## src/rtl/riscv_pkg.sv

```systemverilog
// Shared RV32I definitions used by the decode/issue stage and the ALU.
//   - opcode constants for the instruction classes the stage understands
//   - ALU select codes (the ALU decodes exactly these values)
//   - immediate-format helpers that sign-extend the raw instruction fields
//   - issue_t: the packed payload carried from decode to the ALU
package riscv_pkg;

  localparam int XLEN = 32;

  localparam logic [6:0] OPC_OP     = 7'b0110011;
  localparam logic [6:0] OPC_OP_IMM = 7'b0010011;
  localparam logic [6:0] OPC_LUI    = 7'b0110111;
  localparam logic [6:0] OPC_AUIPC  = 7'b0010111;
  localparam logic [6:0] OPC_JAL    = 7'b1101111;
  localparam logic [6:0] OPC_JALR   = 7'b1100111;
  localparam logic [6:0] OPC_LOAD   = 7'b0000011;
  localparam logic [6:0] OPC_STORE  = 7'b0100011;
  localparam logic [6:0] OPC_BRANCH = 7'b1100011;

  localparam logic [4:0] ALU_SEL_ADD  = 5'd0;
  localparam logic [4:0] ALU_SEL_SLL  = 5'd1;
  localparam logic [4:0] ALU_SEL_SLT  = 5'd2;
  localparam logic [4:0] ALU_SEL_SLTU = 5'd3;
  localparam logic [4:0] ALU_SEL_XOR  = 5'd4;
  localparam logic [4:0] ALU_SEL_SRL  = 5'd5;
  localparam logic [4:0] ALU_SEL_OR   = 5'd6;
  localparam logic [4:0] ALU_SEL_AND  = 5'd7;
  localparam logic [4:0] ALU_SEL_SUB  = 5'd8;
  localparam logic [4:0] ALU_SEL_B    = 5'd9;
  localparam logic [4:0] ALU_SEL_SRA  = 5'd13;

  localparam logic [6:0] FUNCT7_ZERO = 7'b0000000;
  localparam logic [6:0] FUNCT7_ALT  = 7'b0100000;

  typedef struct packed {
    logic [XLEN-1:0] op1;
    logic [XLEN-1:0] op2;
    logic [4:0]      sel;
    logic [4:0]      rd;
    logic            rd_we;
    logic            illegal;
  } issue_t;

  localparam int ISSUE_W = $bits(issue_t);

  // I-type: inst[31:20]
  function automatic logic [XLEN-1:0] imm_i(input logic [11:0] f);
    return {{20{f[11]}}, f};
  endfunction

  // S-type: hi = inst[31:25], lo = inst[11:7]
  function automatic logic [XLEN-1:0] imm_s(input logic [6:0] hi, input logic [4:0] lo);
    return {{20{hi[6]}}, hi, lo};
  endfunction

  // B-type: same fields as S-type, scrambled, bit 0 always zero
  function automatic logic [XLEN-1:0] imm_b(input logic [6:0] hi, input logic [4:0] lo);
    return {{20{hi[6]}}, lo[0], hi[5:0], lo[4:1], 1'b0};
  endfunction

  // U-type: inst[31:12] in the upper bits
  function automatic logic [XLEN-1:0] imm_u(input logic [19:0] f);
    return {f, 12'b0};
  endfunction

endpackage

```

## src/rtl/skid_buffer.sv

```systemverilog
// Two-entry valid/ready register pair.
//   clk, rst      : clock, synchronous active-high reset (clears data too)
//   flush         : clears both valid bits; an input accepted this cycle is lost
//   in_valid/in_ready/in_data    : upstream handshake; in_ready = skid empty
//   out_valid/out_ready/out_data : downstream handshake driven from main register
// in_ready is taken from registered state only, so out_ready never reaches it
// combinationally; the skid entry absorbs the one extra beat this costs.
module skid_buffer #(
  parameter int DW = 8
) (
  input  logic          clk,
  input  logic          rst,
  input  logic          flush,
  input  logic          in_valid,
  output logic          in_ready,
  input  logic [DW-1:0] in_data,
  output logic          out_valid,
  input  logic          out_ready,
  output logic [DW-1:0] out_data
);

  logic          main_valid_reg, main_valid_next;
  logic          skid_valid_reg, skid_valid_next;
  logic [DW-1:0] main_data_reg, main_data_next;
  logic [DW-1:0] skid_data_reg, skid_data_next;
  logic          accept, drain;

  assign in_ready  = ~skid_valid_reg;
  assign out_valid = main_valid_reg;
  assign out_data  = main_data_reg;
  assign accept    = in_valid & in_ready;
  assign drain     = main_valid_reg & out_ready;

  always_comb begin
    main_valid_next = main_valid_reg;
    main_data_next  = main_data_reg;
    skid_valid_next = skid_valid_reg;
    skid_data_next  = skid_data_reg;
    if (!main_valid_reg || drain) begin
      // Main slot frees up: the older skid entry has priority. A held skid
      // entry implies in_ready=0, so no new input competes with it.
      if (skid_valid_reg) begin
        main_valid_next = 1'b1;
        main_data_next  = skid_data_reg;
        skid_valid_next = 1'b0;
      end else if (accept) begin
        main_valid_next = 1'b1;
        main_data_next  = in_data;
      end else begin
        main_valid_next = 1'b0;
      end
    end else if (accept) begin
      skid_valid_next = 1'b1;
      skid_data_next  = in_data;
    end
    if (flush) begin
      main_valid_next = 1'b0;
      skid_valid_next = 1'b0;
    end
  end

  always_ff @(posedge clk) begin
    if (rst) begin
      main_valid_reg <= 1'b0;
      skid_valid_reg <= 1'b0;
      main_data_reg  <= '0;
      skid_data_reg  <= '0;
    end else begin
      main_valid_reg <= main_valid_next;
      skid_valid_reg <= skid_valid_next;
      main_data_reg  <= main_data_next;
      skid_data_reg  <= skid_data_next;
    end
  end

endmodule

```

## src/rtl/alu_issue_decode.sv

```systemverilog
// Decode/issue stage in front of the ALU. Decodes one RV32I instruction per
// cycle into ALU operands, select code and writeback controls, and registers
// the result behind a 2-entry valid/ready skid buffer.
//   clk, rst, flush                  : clock, sync reset, pipeline flush
//   in_valid, in_ready               : upstream handshake
//   inst, pc, rs1_data, rs2_data     : instruction and its operands
//   out_valid, out_ready             : downstream handshake
//   op1, op2, sel, rd, rd_we, illegal: decoded entry presented to the ALU
module alu_issue_decode #(
  parameter int WIDTH = 32
) (
  input  logic             clk,
  input  logic             rst,
  input  logic             flush,
  input  logic             in_valid,
  output logic             in_ready,
  input  logic [31:0]      inst,
  input  logic [WIDTH-1:0] pc,
  input  logic [WIDTH-1:0] rs1_data,
  input  logic [WIDTH-1:0] rs2_data,
  output logic             out_valid,
  input  logic             out_ready,
  output logic [WIDTH-1:0] op1,
  output logic [WIDTH-1:0] op2,
  output logic [4:0]       sel,
  output logic [4:0]       rd,
  output logic             rd_we,
  output logic             illegal
);
  import riscv_pkg::*;

  logic [6:0] opcode, funct7;
  logic [2:0] funct3;
  logic [4:0] rd_field;
  logic       ill, we;
  issue_t     dec, held;
  logic [ISSUE_W-1:0] held_bits;

  assign opcode   = inst[6:0];
  assign rd_field = inst[11:7];
  assign funct3   = inst[14:12];
  assign funct7   = inst[31:25];

  always_comb begin
    dec     = '0;
    dec.rd  = rd_field;
    ill     = 1'b0;
    we      = 1'b0;
    case (opcode)
      OPC_OP: begin
        dec.op1 = rs1_data;
        dec.op2 = rs2_data;
        dec.sel = {1'b0, funct7[5], funct3};
        we      = 1'b1;
        if (!(funct7 == FUNCT7_ZERO ||
              (funct7 == FUNCT7_ALT && (funct3 == 3'b000 || funct3 == 3'b101))))
          ill = 1'b1;
      end
      OPC_OP_IMM: begin
        dec.op1 = rs1_data;
        dec.op2 = imm_i(inst[31:20]);
        dec.sel = {2'b00, funct3};
        we      = 1'b1;
        // Shifts carry only the shamt; funct7 lives in the upper imm bits.
        if (funct3 == 3'b001) begin
          dec.op2 = {27'b0, inst[24:20]};
          dec.sel = ALU_SEL_SLL;
          if (funct7 != FUNCT7_ZERO) ill = 1'b1;
        end else if (funct3 == 3'b101) begin
          dec.op2 = {27'b0, inst[24:20]};
          if (funct7 == FUNCT7_ALT)       dec.sel = ALU_SEL_SRA;
          else if (funct7 == FUNCT7_ZERO) dec.sel = ALU_SEL_SRL;
          else                            ill     = 1'b1;
        end
      end
      OPC_LUI: begin
        dec.op2 = imm_u(inst[31:12]);
        dec.sel = ALU_SEL_B;
        we      = 1'b1;
      end
      OPC_AUIPC: begin
        dec.op1 = pc;
        dec.op2 = imm_u(inst[31:12]);
        we      = 1'b1;
      end
      OPC_JAL, OPC_JALR: begin
        // ALU computes the link address; the target is handled elsewhere.
        dec.op1 = pc;
        dec.op2 = 32'd4;
        we      = 1'b1;
      end
      OPC_LOAD: begin
        dec.op1 = rs1_data;
        dec.op2 = imm_i(inst[31:20]);
        we      = 1'b1;
      end
      OPC_STORE: begin
        dec.op1 = rs1_data;
        dec.op2 = imm_s(inst[31:25], inst[11:7]);
      end
      OPC_BRANCH: begin
        dec.op1 = pc;
        dec.op2 = imm_b(inst[31:25], inst[11:7]);
      end
      default: ill = 1'b1;
    endcase
    if (ill) begin
      dec.op1 = '0;
      dec.op2 = '0;
      dec.sel = ALU_SEL_ADD;
      we      = 1'b0;
    end
    dec.rd_we   = we & (rd_field != 5'd0);
    dec.illegal = ill;
  end

  skid_buffer #(.DW(ISSUE_W)) u_skid (
    .clk       (clk),
    .rst       (rst),
    .flush     (flush),
    .in_valid  (in_valid),
    .in_ready  (in_ready),
    .in_data   (dec),
    .out_valid (out_valid),
    .out_ready (out_ready),
    .out_data  (held_bits)
  );

  assign held    = held_bits;
  assign op1     = held.op1;
  assign op2     = held.op2;
  assign sel     = held.sel;
  assign rd      = held.rd;
  assign rd_we   = held.rd_we;
  assign illegal = held.illegal;

endmodule

```

## config.mk

```make
export PLATFORM = sky130hd
export DESIGN_NAME = alu_issue_decode
export DESIGN_NICKNAME = d
export VERILOG_FILES = /design/src/rtl/riscv_pkg.sv /design/src/rtl/skid_buffer.sv /design/src/rtl/alu_issue_decode.sv
export SDC_FILE = /design/constraint.sdc
export NUM_CORES = 1
export LEC_CHECK = 0
export ABC_AREA = 1
export CELL_PAD_IN_SITES_DETAIL_PLACEMENT = 1
export CELL_PAD_IN_SITES_GLOBAL_PLACEMENT = 1
export CORE_ASPECT_RATIO = 1.75
export CORE_UTILIZATION = 36
export DETAILED_ROUTE_END_ITERATION = 7
export GPL_ROUTABILITY_DRIVEN = 0
export GPL_TIMING_DRIVEN = 0
export PLACE_DENSITY_LB_ADDON = 0.2
export SYNTH_ARGS = -nofsm -noshare
export SYNTH_HDL_FRONTEND = slang
export SYNTH_SLANG_ARGS = --single-unit
```

## constraint.sdc

```tcl
create_clock -name clk -period 2.6 [get_ports clk]
set_input_delay 0.26 -clock clk [delete_from_list [all_inputs] [get_ports clk]]
set_output_delay 0.26 -clock clk [all_outputs]
set_load 0.05 [all_outputs]
```

Word level (Yosys, flattened, before mapping)
Cells that the tools add are included.

Logic and storage cells: 62. Flip-flop bits (word level): 154. Bits of input ports: 133. Output and inout port bits: 78.

Reduce and logical (&&, ||, !) cells: 20. Bitwise operators: 5. Equality and inequality tests: 12. Muxes and demuxes: 21.

Operators by type and width (number): $pmux 32 s7 (1); $mux 76 (2); $mux 37 (2); $mux 69 (1); $pmux 32 s2 (1); $eq 7x6->1 const B (4); $eq 7x7->1 const B (3); $pmux 5 s3 (1); $eq 7x5->1 const B (2); $reduce_or 7->1 (2); $mux 1 (10); $reduce_or 4->1 (2); $eq 7x2->1 const B (1); $logic_not 7->1 (1); $reduce_bool 7->1 (1); $reduce_or 2->1 (3); $mux 5 (1); $reduce_bool 5->1 (1); $reduce_and 2->1 (2); $and 1x1->1 (3); $eq 3x1->1 const B (1); $eq 3x3->1 const B (1); $logic_not 3->1 (1); $logic_or 1x1->1 (3); 7 further kinds (8).

Depth between registers and ports, before layout
Word-level depth: 10. Mapped depth: 14. Mapped depth without buffers: 12.

By module
From an unflattened synthesis, not the netlist that was laid out.

Cells, all modules: 1517. Area total of the unflattened synthesis: 8857.2 um^2.

Modules (own cells, without submodules): skid_buffer (times used 1, area each 7201.9 um^2, cells an instance 1156, sequential area each 3083.0 um^2); alu_issue_decode (times used 1, area each 1655.3 um^2, cells an instance 361, sequential area each 0.0 um^2).

Worst setup path after synthesis
OpenSTA, ideal clock, no wires.

Kind: reg-to-reg. From: register u_skid.main_valid_reg, in the netlist u_skid.out_valid. To: register u_skid.skid_data_reg[10]. Library setup time: 0.128 ns. Arrival time: 1.704 ns. Buffers on the path: 2. Clock period less this slack: 1.833 ns. Data required time: 2.472 ns. Setup slack: 0.767 ns. Cell stages (with the launch flop): 8. Cell sequence: dfxtp_1 inv_1 nor2_1 inv_1 nor3_2 clkbuf_1 clkbuf_1 a21oi_1.

Cells in the longest elaborated chain, start to end: 4. Elaborated cells between the ends (all ways): 5. Those cells by class: bitwise: 2; reduce/logical: 3.

RTL lines: start, declared (line skid_buffer.sv:22) `logic main_valid_reg, main_valid_next;`; start signal, assigned (line skid_buffer.sv:69) `main_valid_reg <= main_valid_next;`; $and 1x1->1 / $logic_not 1->1 (equally long branches) (line skid_buffer.sv:32, skid_buffer.sv:39); $logic_or 1x1->1 (*) (line skid_buffer.sv:39) `if (!main_valid_reg || drain) begin`; $not 1->1 (no line) (*); $reduce_and 2->1 (no line) (*); end signal, assigned (line skid_buffer.sv:72) `skid_data_reg <= skid_data_next;`; end, declared (line skid_buffer.sv:25) `logic [DW-1:0] skid_data_reg, skid_data_next;`.

Mark *: on every way between the ends. The rest lies on a longest branch, timed or not. A chain may end at the register's enable or synchronous reset.

Final worst setup path
From: register u_skid.skid_valid_reg. To: output in_ready.

Cells in the longest elaborated chain, start to end: 1.

RTL lines: start, declared (line skid_buffer.sv:23) `logic skid_valid_reg, skid_valid_next;`; start signal, assigned (line skid_buffer.sv:70) `skid_valid_reg <= skid_valid_next;`; $not 1->1 (line skid_buffer.sv:28) `assign in_ready = ~skid_valid_reg;`; end, declared (line alu_issue_decode.sv:16) `output logic in_ready,`.

No other way between the ends.

==> impl_metrics.json <==
{
  "ys_ff_latch": 152,
  "drtIter0Drc": 474,
  "postSynth.asyncResetShare_pct": 0,
  "drv_cap": 0,
  "required_ps": 2340,
  "tightest_slew_ps": 932,
  "cts-root-buf": "clkbuf_16",
  "holdBufCountCts": 0,
  "grt_max_degree": 17,
  "setup_tns_ps": 0,
  "via_per_inst": 5.15,
  "crit_type": "flop to output port",
  "cp-end-kind": "output port",
  "fin_crit_sh_pct": 88.6,
  "routed_wl_um": 31300,
  "overflow": 0,
  "ys_seq_area_share_pct": 37.9,
  "antenna_found_initial": 0,
  "cts.clk_slew.worst_paths_ps": 70,
  "drc_errors": 0,
  "start_util_pct": 37.0,
  "clk_path_buf_depth": 2,
  "ant_nets": 0,
  "cts_sinks": 152,
  "path_max_fanout": 10,
  "hold_viol_final": 0,
  "rsz0062_at_grt": "no",
  "clkLatencyLatePin_ps": 440,
  "synth-adder-area-share_pct": 0,
  "diodes": 0,
  "ys_types": 30,
  "syn-num-nets": 1390,
  "dominantRegCellSynth": "dfxtp_1",
  "crit_arrival_ps": 2040,
  "cts_tree": "built",
  "synth.area.mux_share_pct": 0,
  "p_leak_uw": 0.00492,
  "relSlewSlack_pct": 37.9,
  "vias": 9199,
  "dp_hpwl_um": 23900,
  "synthSimpleGateAreaFrac_pct": 37.5,
  "htreeDepth": 4,
  "dr.pass1.iters": 6,
  "grt_pass1_wl_um": 49300,
  "rows": 71,
  "pre_cts_slack_ps": 97.7,
  "post_cts_resized": 1,
  "areaGrowthSynthToFinish_pct": 38.0,
  "netlist_area_um2": 8030,
  "synth_compound_area_share_pct": 16.1,
  "portBuffers": 206,
  "io-pin-count": 211,
  "grt_pass1_vias": 9662,
  "status": "complete, no violations",
  "synth_top_family_by_area": "simple AND/OR/NAND/NOR gates",
  "nNetsFinal": 1615,
  "die_w_um": 115,
  "timing.fmax_mhz": 434,
  "post_cts_buffers": 0,
  "crit_path_start_kind": "flop",
  "ir_drop_mv": 0.357,
  "track_usage_pct": 28.2,
  "die_area_um2": 22900,
  "utilization_pct": 51.1,
  "drv_slew": 0,
  "synth-edff-count": 0,
  "wl_per_cell_um": 17.5,
  "cts_buffers": 17,
  "p_per_area_nw_per_um2": 515,
  "post-route-min-period_ps": 2300,
  "drive_gt1_share_pct": 7.70,
  "setup_slack_ps": 296,
  "coreArea_um2": 21700,
  "clock_skew_ps": 14.0,
  "synth_xor_area_share_pct": 0,
  "postSynthAreaPerCell_um2": 6.39,
  "die_h_um": 200,
  "min_path_type": "input pin to flop",
  "yosysWarnings": 0,
  "synthCells": 1257,
  "setup_viol": 0
}
==> worst max-delay path, cell delays in order, from the launching register on <==
cell and delay [ps]:
dfxtp_1 290, buf_2 180, inv_2 260, buf_2 300, dlygate4sd2_1 560
==> Yosys cell counts (10+ instances only) <==
| master | n | area, um^2 |
|---|---|---|
| inv_1 | 40 | 150 |
| nand3_2 | 21 | 210 |
| a21oi_1 | 146 | 731 |
| nand2_1 | 396 | 1490 |
| nand3_1 | 105 | 526 |
| dfxtp_1 | 152 | 3040 |
| clkbuf_1 | 51 | 191 |
| buf_1 | 10 | 37.5 |
| buf_2 | 20 | 100 |
| nor2_1 | 161 | 604 |
| o21ai_0 | 89 | 445 |
| buf_6 | 10 | 113 |
==> layer usage <==
metal	global-route usage, %	up-vias	wire length [um]
met3	5.46	88	1340
li1	-	4515	-
met5	0	-	0
met1	29.2	4328	12100
met2	51.9	268	16300
met4	16.3	0	1590
==> power breakdown <==
part           internal (uW)  leakage (uW)  switching (uW)
Clock                   1670      0.000307             988
Sequential              2370       0.00123            21.5
Combinational            279       0.00339             366
Total                   4320       0.00492            1380
==> layout make-up <==
class,instances,area [um^2]
plain buffers,99,499
clock buffers,23,478
clock inverters,8,144
fillers,2965,10600
inverters,48,183
multi-input cells,958,4300
flip-flops and latches,152,3040
well taps,292,365
repair buffers,206,2060
==> cells by family (layout without fill, tap and decap cells) <==
kind of cell,count (synthesis),count (layout)
and+or+nand+nor,707,707
AOI/OAI and AO/OA,250,250
DFF,152,152
buffers and inverters,147,384
other,1,1
==> placed cells by master (no fill, tap or decap), types with 20 or more instances in the layout <==
master	count
clkdlybuf4s50_1	205
nand3_2	21
o21ai_0	89
clkbuf_1	54
inv_1	40
dfxtp_1	152
nor2_1	161
nand2_1	396
a21oi_1	146
buf_2	20
nand3_1	105
==> final timing paths <==
path / start / endpoint / slack [ps] / cells past startpoint
max: u_skid.skid_valid_reg / in_ready / 300 / 4
min: inst[13] / u_skid.skid_data_reg[8] / 380 / 5
max reg2reg: u_skid.skid_valid_reg / u_skid.out_data[51] / 380 / 7
min reg2reg: u_skid.out_data[24] / u_skid.out_data[24] / 460 / 2
==> metrics by stage <==
stage,power [uW],hold WS [ps],instances,area (um^2)
2_1_floorplan,2730,395,1257,8030
3_3_place_gp,3070,453,1755,10500
3_5_place_dp,3080,457,1755,10500
4_1_cts,5740,359,1786,11100
5_1_grt,5890,414,1786,11100
6_report,5700,382,1786,11100
Note: power is estimated with default switching activity, not from simulation.
